==> src/rtl/ase_fifo_rr_arbiter.sv <==
// ============================================================================
// ase_fifo_rr_arbiter: round-robin burst-locked write arbiter for one FIFO port
// Revision: 1.0
// ============================================================================
`default_nettype none

module ase_fifo_rr_arbiter #(
    parameter int NUM_REQ    = 4,
    parameter int DATA_WIDTH = 64,
    parameter int MAX_BURST  = 8,
    parameter int CNT_WIDTH  = 32
) (
    input  logic                          clk,
    input  logic                          rst,
    input  logic [NUM_REQ-1:0]            req_valid,
    input  logic [NUM_REQ*DATA_WIDTH-1:0] req_data,
    input  logic [NUM_REQ-1:0]            req_last,
    output logic [NUM_REQ-1:0]            req_ready,
    output logic                          fifo_wr_en,
    output logic [DATA_WIDTH-1:0]         fifo_data_in,
    input  logic                          fifo_alm_full,
    input  logic                          fifo_full,
    output logic                          grant_valid,
    output logic [$clog2(NUM_REQ)-1:0]    grant_id,
    output logic [CNT_WIDTH-1:0]          xfer_count,
    output logic                          wr_while_full
);

    localparam int IDW = $clog2(NUM_REQ);
    localparam int BCW = $clog2(MAX_BURST + 1);

    typedef enum logic [0:0] {
        S_IDLE = 1'b0,
        S_LOCK = 1'b1
    } state_t;

    state_t                r_state;
    state_t                w_next_state;
    logic [IDW-1:0]        r_last_id;
    logic [IDW-1:0]        r_grant_id;
    logic                  r_grant_valid;
    logic [BCW-1:0]        r_beat_cnt;
    logic                  r_wr_en;
    logic [DATA_WIDTH-1:0] r_data;
    logic [CNT_WIDTH-1:0]  r_xfer_count;
    logic                  r_wr_while_full;

    logic                  w_sel_found;
    logic [IDW-1:0]        w_sel_id;
    logic [IDW-1:0]        w_idx;
    logic                  w_xfer;
    logic                  w_release;
    logic [DATA_WIDTH-1:0] w_grant_data;

    // Round-robin search starts one past the previous holder and wraps.
    always_comb begin
        w_sel_found = 1'b0;
        w_sel_id    = '0;
        w_idx       = '0;
        for (int k = 1; k <= NUM_REQ; k++) begin
            w_idx = IDW'((32'(r_last_id) + 32'(k)) % NUM_REQ);
            if (!w_sel_found && req_valid[w_idx]) begin
                w_sel_found = 1'b1;
                w_sel_id    = w_idx;
            end
        end
    end

    always_comb begin
        w_grant_data = '0;
        for (int i = 0; i < NUM_REQ; i++) begin
            if (r_grant_id == IDW'(i)) begin
                w_grant_data = req_data[i*DATA_WIDTH +: DATA_WIDTH];
            end
        end
    end

    always_comb begin
        req_ready    = '0;
        w_xfer       = 1'b0;
        w_release    = 1'b0;
        w_next_state = r_state;
        case (r_state)
            S_IDLE: begin
                if (w_sel_found && !fifo_alm_full) begin
                    w_next_state = S_LOCK;
                end
            end
            S_LOCK: begin
                req_ready[r_grant_id] = !fifo_alm_full;
                w_xfer    = req_valid[r_grant_id] && !fifo_alm_full;
                w_release = w_xfer && (req_last[r_grant_id] ||
                            (r_beat_cnt == BCW'(MAX_BURST - 1)));
                if (w_release) begin
                    w_next_state = S_IDLE;
                end
            end
            default: w_next_state = S_IDLE;
        endcase
    end

    always_ff @(posedge clk) begin
        if (rst) begin
            r_state         <= S_IDLE;
            r_last_id       <= IDW'(NUM_REQ - 1);
            r_grant_id      <= '0;
            r_grant_valid   <= 1'b0;
            r_beat_cnt      <= '0;
            r_wr_en         <= 1'b0;
            r_data          <= '0;
            r_xfer_count    <= '0;
            r_wr_while_full <= 1'b0;
        end else begin
            r_state         <= w_next_state;
            r_wr_en         <= w_xfer;
            r_wr_while_full <= r_wr_while_full | (r_wr_en & fifo_full);
            if (w_xfer) begin
                r_data       <= w_grant_data;
                r_beat_cnt   <= r_beat_cnt + BCW'(1);
                r_xfer_count <= r_xfer_count + CNT_WIDTH'(1);
            end
            if (r_state == S_IDLE && w_next_state == S_LOCK) begin
                r_grant_id    <= w_sel_id;
                r_grant_valid <= 1'b1;
                r_beat_cnt    <= '0;
            end
            if (w_release) begin
                r_last_id     <= r_grant_id;
                r_grant_valid <= 1'b0;
            end
        end
    end

    assign fifo_wr_en    = r_wr_en;
    assign fifo_data_in  = r_data;
    assign grant_valid   = r_grant_valid;
    assign grant_id      = r_grant_id;
    assign xfer_count    = r_xfer_count;
    assign wr_while_full = r_wr_while_full;

endmodule

`default_nettype wire

==> config.mk <==
export PLATFORM = sky130hd
export DESIGN_NAME = ase_fifo_rr_arbiter
export DESIGN_NICKNAME = d
export VERILOG_FILES = /design/src/rtl/ase_fifo_rr_arbiter.sv
export SDC_FILE = /design/constraint.sdc
export NUM_CORES = 1
export LEC_CHECK = 0
export ABC_CLOCK_PERIOD_IN_PS = 3600
export CELL_PAD_IN_SITES_DETAIL_PLACEMENT = 2
export CELL_PAD_IN_SITES_GLOBAL_PLACEMENT = 2
export CORE_ASPECT_RATIO = 1.75
export CORE_MARGIN = 10
export CORE_UTILIZATION = 22
export CTS_CLUSTER_DIAMETER = 50
export DETAILED_ROUTE_END_ITERATION = 12
export GPL_TIMING_DRIVEN = 1
export PLACE_DENSITY_LB_ADDON = 0.08
export SLEW_MARGIN = 20
export SYNTH_ARGS = -nofsm -noshare
export SYNTH_HDL_FRONTEND = slang
export SYNTH_SLANG_ARGS = --single-unit
==> constraint.sdc <==
create_clock -name clk -period 3.6 [get_ports clk]
set_clock_uncertainty 0.15 [all_clocks]
set_input_delay 0.54 -clock clk [delete_from_list [all_inputs] [get_ports clk]]
set_output_delay 0.54 -clock clk [all_outputs]
set_load 0.01 [all_outputs]
==> impl_metrics.yaml, run 1 <==
critical_path:
  cp_cell_sequence: "buf_4 > inv_1 > nor2_1 > clkdlybuf4s50_1"
  rrSetupSlack_ns: 1.04
  cp_max_fo: 27
  cp-start-kind: "flip-flop"
  cpPeakStageDelay_ns: 0.59
  r2r-end: "xfer_count[10]"
  crit_path_top_delay_cell: "clkdlybuf4s50_1"
  critPathArrivalTime_ns: 2.24
  reg2regPathDepth: 5
  critPathKind: "flip-flop to primary output"
  crit_path_end_kind: "primary output"
  worstPathRequired_ns: 2.91
  timing.rr.start: "grant_id[1]"
timing:
  fin_setup_tns_ns: 0
  slew_viol_final: 0
  rsz0062_at_grt: "false"
  min_period_ns: 2.93
  fin_crit_sh_pct: 81.5
  slew_headroom_pct: 54.0
  fin_ws_ns: 0.667
  hold_viol_final: 0
  fmax_mhz: 341
  setup_viol: 0
  worstMarginPinSlew_ns: 0.690
  whs_ns: 0.267
floorplanning:
  die_h_um: 239
  dieWidth_um: 145
  die_area_sq_um: 34600
  coreArea_sq_um: 27100
  start_util_pct: 22.2
  ioPinCount: 373
  std_cell_rows: 80
synthesis:
  synth_common_cells: "nand2_1 (144), dfxtp_1 (108), a21oi_1 (89)"
  synth_top_area_share_pct: 35.9
  syn_area_per_cell_sq_um: 9.44
  synth_area_sq_um: 6020
  synthArstFlopShare_pct: 0
  seq_area_frac_synth_pct: 35.9
  synth_cell_type_count: 46
  synth_seq_cells: 108
  synth.net_count: 908
  synth_top_area_cell: "dfxtp_1"
  synth_ff_type: "dfxtp_1"
  ys_warn_count: 0
  netlist_top_cells_area: "dfxtp_1 (36%), mux4_2 (24%), nand2_1 (9.0%)"
  synth_cells: 638
  yosysMostFrequentCell: "nand2_1"
  synth-edff-count: 0
drt:
  viasPerCell: 4.84
  vias: 6563
  drc_errors: 0
  wl_per_cell_um: 22.6
  postRouteAntennaNets: 0
  finalWirelength_um: 30700
  drt_pass1_iterations: 4
  dr.first_iter.drc_count: 137
pwr:
  swShare_pct: 24.5
  p_comb_share_pct: 23.5
  p_sw_uw: 783
  p_seq_share_pct: 39.4
  clkPwrFrac_pct: 37.1
  p_int_uw: 2410
  p_per_area_nw_per_um2: 305
  p_leak_uw: 0.00340
  peakVddDrop_mv: 0.220
clock_network:
  clock_sinks: 108
  ctsResizeCount: 0
  h-tree-depth: 3
  cts_tree: "yes"
  clockBufferDepth: 2
  cts_post_setup_buffers_inserted: 0
  clk_pin_slew_ns: 0.07
  cts_made_buffers: 9
  insertion_delay_ns: 0.36
  cts_root_buffer: "clkbuf_16"
  cts_hold_buf: 0
min_path:
  hp-class: "input port to flip-flop"
  hp-start: "rst"
  hold_depth: 2
  whs_endpoint: "xfer_count[22]"
global_route:
  grt_pass1_vias: 7436
  grt_pass1_wl_um: 45600
  grtUsageTotal_pct: 17.1
  grt_start_max_net_pins: 59
  antenna_found_initial: 2
  overflow: 0
final_layout:
  nNetsFinal: 1252
  area_delta_synth_final_pct: 74.3
  num_antenna_cells: 0
  n_fill_cell: 2995
  drive_above_1_share_pct: 11.6
placed_design:
  dp_slack_ns: 0.541
  portBuffers: 372
  finalWeightedCongestion: 0.749
  dpl.hpwl_um: 25000
run_status:
  status: "completed"
job:
  max-cap-violations: 0
## layout by cell type (no fill, tap or decap), types with 3 or more instances in the layout
master,count
clkdlybuf4s50_1,371
nand2_1,144
dfxtp_1,106
a21oi_1,89
mux4_2,64
nor2_1,20
buf_4,14
or4_1,13
o31ai_1,12
inv_1,11
nand4_1,11
nand3_1,9
or2_2,9
o311ai_0,9
o41ai_1,9
clkbuf_16,9
o21ai_0,8
or3_1,6
nor2b_1,6
mux2i_1,5
nor4_1,5
and3_1,5
mux2_2,5
and4_1,4
nand2b_1,3
bufinv_16,3
## metal layers
layer | wire length, um | up-vias | GRT usage [%]
met5 | 27 | - | 0
met4 | 352 | 4 | 4.12
met3 | 2090 | 20 | 5.82
met2 | 17800 | 190 | 34.0
met1 | 10400 | 3289 | 16.2
li1 | - | 3060 | -
## logic make-up after synthesis
| group | Yosys count | share of synthesized area, % |
|---|---|---|
| adders and majority gates | 2 | 0.416 |
| DFF | 108 | 35.9 |
| xor gates and xnor gates | 2 | 0.291 |
| AOI/OAI and AO/OA | 140 | 13.9 |
| buffers and inverters | 65 | 4.41 |
| and+or+nand+nor | 247 | 19.4 |
| muxes | 74 | 25.7 |
## state kept, by name (all words and copies together), names as in the netlist
signal,count
fifo_data_in,64
fifo_wr_en,1
grant_id,2
grant_valid,1
r_beat_cnt,4
r_last_id,2
r_state,1
wr_while_full,1
xfer_count,32
## cell type report
class / instances / area [sq um] / share of cell area [%]
Clock buffer: 12 / 246 / 2.35
Clock inverter: 4 / 97.6 / 0.930
Inverter: 11 / 41.3 / 0.394
Multi-Input combinational cell: 465 / 3620 / 34.5
Sequential cell: 108 / 2170 / 20.7
Tap cell: 369 / 462 / 4.40
Timing Repair Buffer: 387 / 3860 / 36.8
## how the worst max path moves through the flow
stage / startpoint / cells after the start / end
detailed placement: fifo_alm_full / 6 / xfer_count[10]
CTS: grant_id[0] / 4 / req_ready[1]
global route: grant_id[0] / 4 / req_ready[3]
finish: grant_id[0] / 4 / req_ready[1]
global placement: fifo_alm_full / 6 / xfer_count[5]
floorplan: fifo_alm_full / 6 / xfer_count[31]
## power groups by stage
| stage | logic, uW | registers (uW) | clock network [uW] |
|---|---|---|---|
| 2_1_floorplan | 303 | 1290 | 0 |
| 3_3_place_gp | 762 | 1290 | 0 |
| 3_5_place_dp | 771 | 1290 | 0 |
| 4_1_cts | 774 | 1260 | 1240 |
| 5_1_grt | 812 | 1270 | 1280 |
| 6_report | 753 | 1260 | 1190 |
## critical path: cells and delay by family (launching register included)
kind	cells	cell delay, ns
buffers and inverters	3	1.21
DFF	1	0.51
and+or+nand+nor	1	0.15
## metrics by stage
| step | cells | power (uW) | instance area [sq um] | utilization, % |
|---|---|---|---|---|
| final | 1356 | 3200 | 10500 | 38.7 |
| after floorplan | 638 | 1590 | 6020 | - |
| after CTS | 1356 | 3270 | 10500 | 38.7 |
| after detailed placement | 1340 | 2060 | 10100 | 37.4 |
| after global routing | 1356 | 3350 | 10500 | 38.7 |
| after global placement | 1340 | 2050 | 10100 | 37.4 |
Note: power is estimated with default switching activity, not from simulation.
==> run 2: changes to the inputs <==
ABC_CLOCK_PERIOD_IN_PS = 2840   (was 3600)
CORE_UTILIZATION = 20   (was 22)
clock period = 2.84 ns   (was 3.6 ns; I/O delays follow)
==> run 2 against run 1 <==
Die area is 8.9% higher. Final cell count is 2.2% higher. Wire length grew 3.6%. Critical endpoint unchanged. Highest routed layer unchanged.
==> impl_metrics.yaml, run 2 (synthesis results as in run 1) <==
clock_network:
  cts_root_buffer: "clkbuf_16"
  cts_tree: "yes"
  cts_hold_buf: 0
  ctsResizeCount: 0
  insertion_delay_ns: 0.37
  clockBufferDepth: 2
  cts_made_buffers: 9
  clock_sinks: 108
  clk_pin_slew_ns: 0.07
  cts_post_setup_buffers_inserted: 0
  h-tree-depth: 3
drt:
  vias: 6647
  postRouteAntennaNets: 0
  drc_errors: 0
  drt_pass1_iterations: 4
  wl_per_cell_um: 22.9
  dr.first_iter.drc_count: 198
  viasPerCell: 4.80
  finalWirelength_um: 31800
critical_path:
  cp-start-kind: "input port"
  cp_max_fo: 4
  cp-endpoint: "req_ready[1]"
  crit_path_end_kind: "primary output"
  reg2regPathDepth: 5
  worstPathRequired_ns: 2.26
  timing.rr.start: "xfer_count[0]"
  rrSetupSlack_ns: 0.48
  critPathArrivalTime_ns: 2.11
  r2r-end: "xfer_count[22]"
  critPathKind: "input port to primary output"
  cp-startpoint: "fifo_alm_full"
timing:
  min_period_ns: 2.69
  hold_viol_final: 0
  fin_setup_tns_ns: 0
  fmax_mhz: 372
  slew_headroom_pct: 58.6
  fin_crit_sh_pct: 94.6
  worstMarginPinSlew_ns: 0.621
  setup_viol: 0
  rsz0062_at_grt: "false"
  slew_viol_final: 0
run_status:
  status: "completed"
floorplanning:
  die_h_um: 250
  dieWidth_um: 151
  start_util_pct: 20.2
  die_area_sq_um: 37700
  std_cell_rows: 84
  ioPinCount: 373
  coreArea_sq_um: 29800
placed_design:
  place_area_sq_um: 10300
  dpl.hpwl_um: 26200
  portBuffers: 372
  finalWeightedCongestion: 0.820
final_layout:
  largest_register_ffs: 64
  n_fill_cell: 3280
  area_delta_synth_final_pct: 75.1
  finalInstanceArea_sq_um: 10500
  nNetsFinal: 1262
  drive_above_1_share_pct: 12.4
  final_cell_mix: "clkdlybuf4s50_1 (371), nand2_1 (144), dfxtp_1 (106)"
  layout_commonest_cell: "clkdlybuf4s50_1"
pwr:
  p_per_area_nw_per_um2: 364
  clkPwrFrac_pct: 33.1
  peakVddDrop_mv: 0.302
  p_int_uw: 2830
  p_leak_uw: 0.00342
  p_sw_uw: 1000
  p_comb_share_pct: 25.4
  swShare_pct: 26.2
  p_seq_share_pct: 41.5
global_route:
  grtUsageTotal_pct: 16.7
  grt_util_met1_pct: 15.2
  grt_start_max_net_pins: 56
  globalRouteMet3Util_pct: 5.89
  grt_pass1_wl_um: 47000
  busiest_layer: "met2"
  overflow: 0
  grtUsageMet2_pct: 32.3
  grt_pass1_vias: 7497
  antenna_found_initial: 4
min_path:
  hp-class: "input port to flip-flop"
  hold_depth: 2
job:
  max-cap-violations: 0
## run 2: power by group through the flow
stage	logic [uW]	registers [uW]	clock network [uW]
final	974	1590	1270
after global routing	1060	1600	1390
after CTS	1000	1590	1330
after detailed placement	999	1630	0
after global placement	989	1620	0
after floorplan	384	1630	0
## run 2: per-stage QoR
stage	utilization [%]	setup WS, ns	cells	power [uW]	hold slack (ns)
detailed placement	34.4	0.0926	1368	2630	0.297
global placement	34.4	0.115	1368	2610	0.288
floorplan	-	0.622	638	2020	0.297
CTS	35.3	0.144	1384	3920	0.257
finish	35.3	0.152	1386	3830	0.266
global route	35.3	0.0891	1386	4040	0.276
## run 2: final cells by class
| type | instances | area (sq um) | share of cell area, % |
|---|---|---|---|
| antenna | 2 | 5.00 | 0.0475 |
| timing repair buffer | 397 | 3950 | 37.4 |
| tap | 387 | 484 | 4.59 |
| inverter | 11 | 41.3 | 0.392 |
| clock buffer | 13 | 260 | 2.47 |
| multi-input combinational | 465 | 3620 | 34.3 |
| sequential | 108 | 2170 | 20.6 |
| clock inverter | 3 | 21.3 | 0.202 |
## run 2: how the worst min path moves through the flow
stage                     start          endpoint  slack, ns
2_1_floorplan     r_beat_cnt[1]     r_beat_cnt[1]       0.30
3_3_place_gp   fifo_data_in[35]  fifo_data_in[35]       0.29
3_5_place_dp    fifo_data_in[1]   fifo_data_in[1]       0.30
4_1_cts                     rst   fifo_data_in[1]       0.26
5_1_grt                     rst   fifo_data_in[1]       0.28
6_report                    rst   fifo_data_in[1]       0.27
## run 2: routing by layer
metal  vias to the layer above  routed length, um
li1                       3083                  -
met1                      3331              10300
met2                       196              18300
met3                        33               2320
met4                         4                761
met5                         -                 26
## run 2: worst max-delay path, cell delays in order
cell and delay, ns:
clkdlybuf4s50_1 0.46, or3b_4 0.40, buf_4 0.17, nor2_1 0.10, clkdlybuf4s50_1 0.55
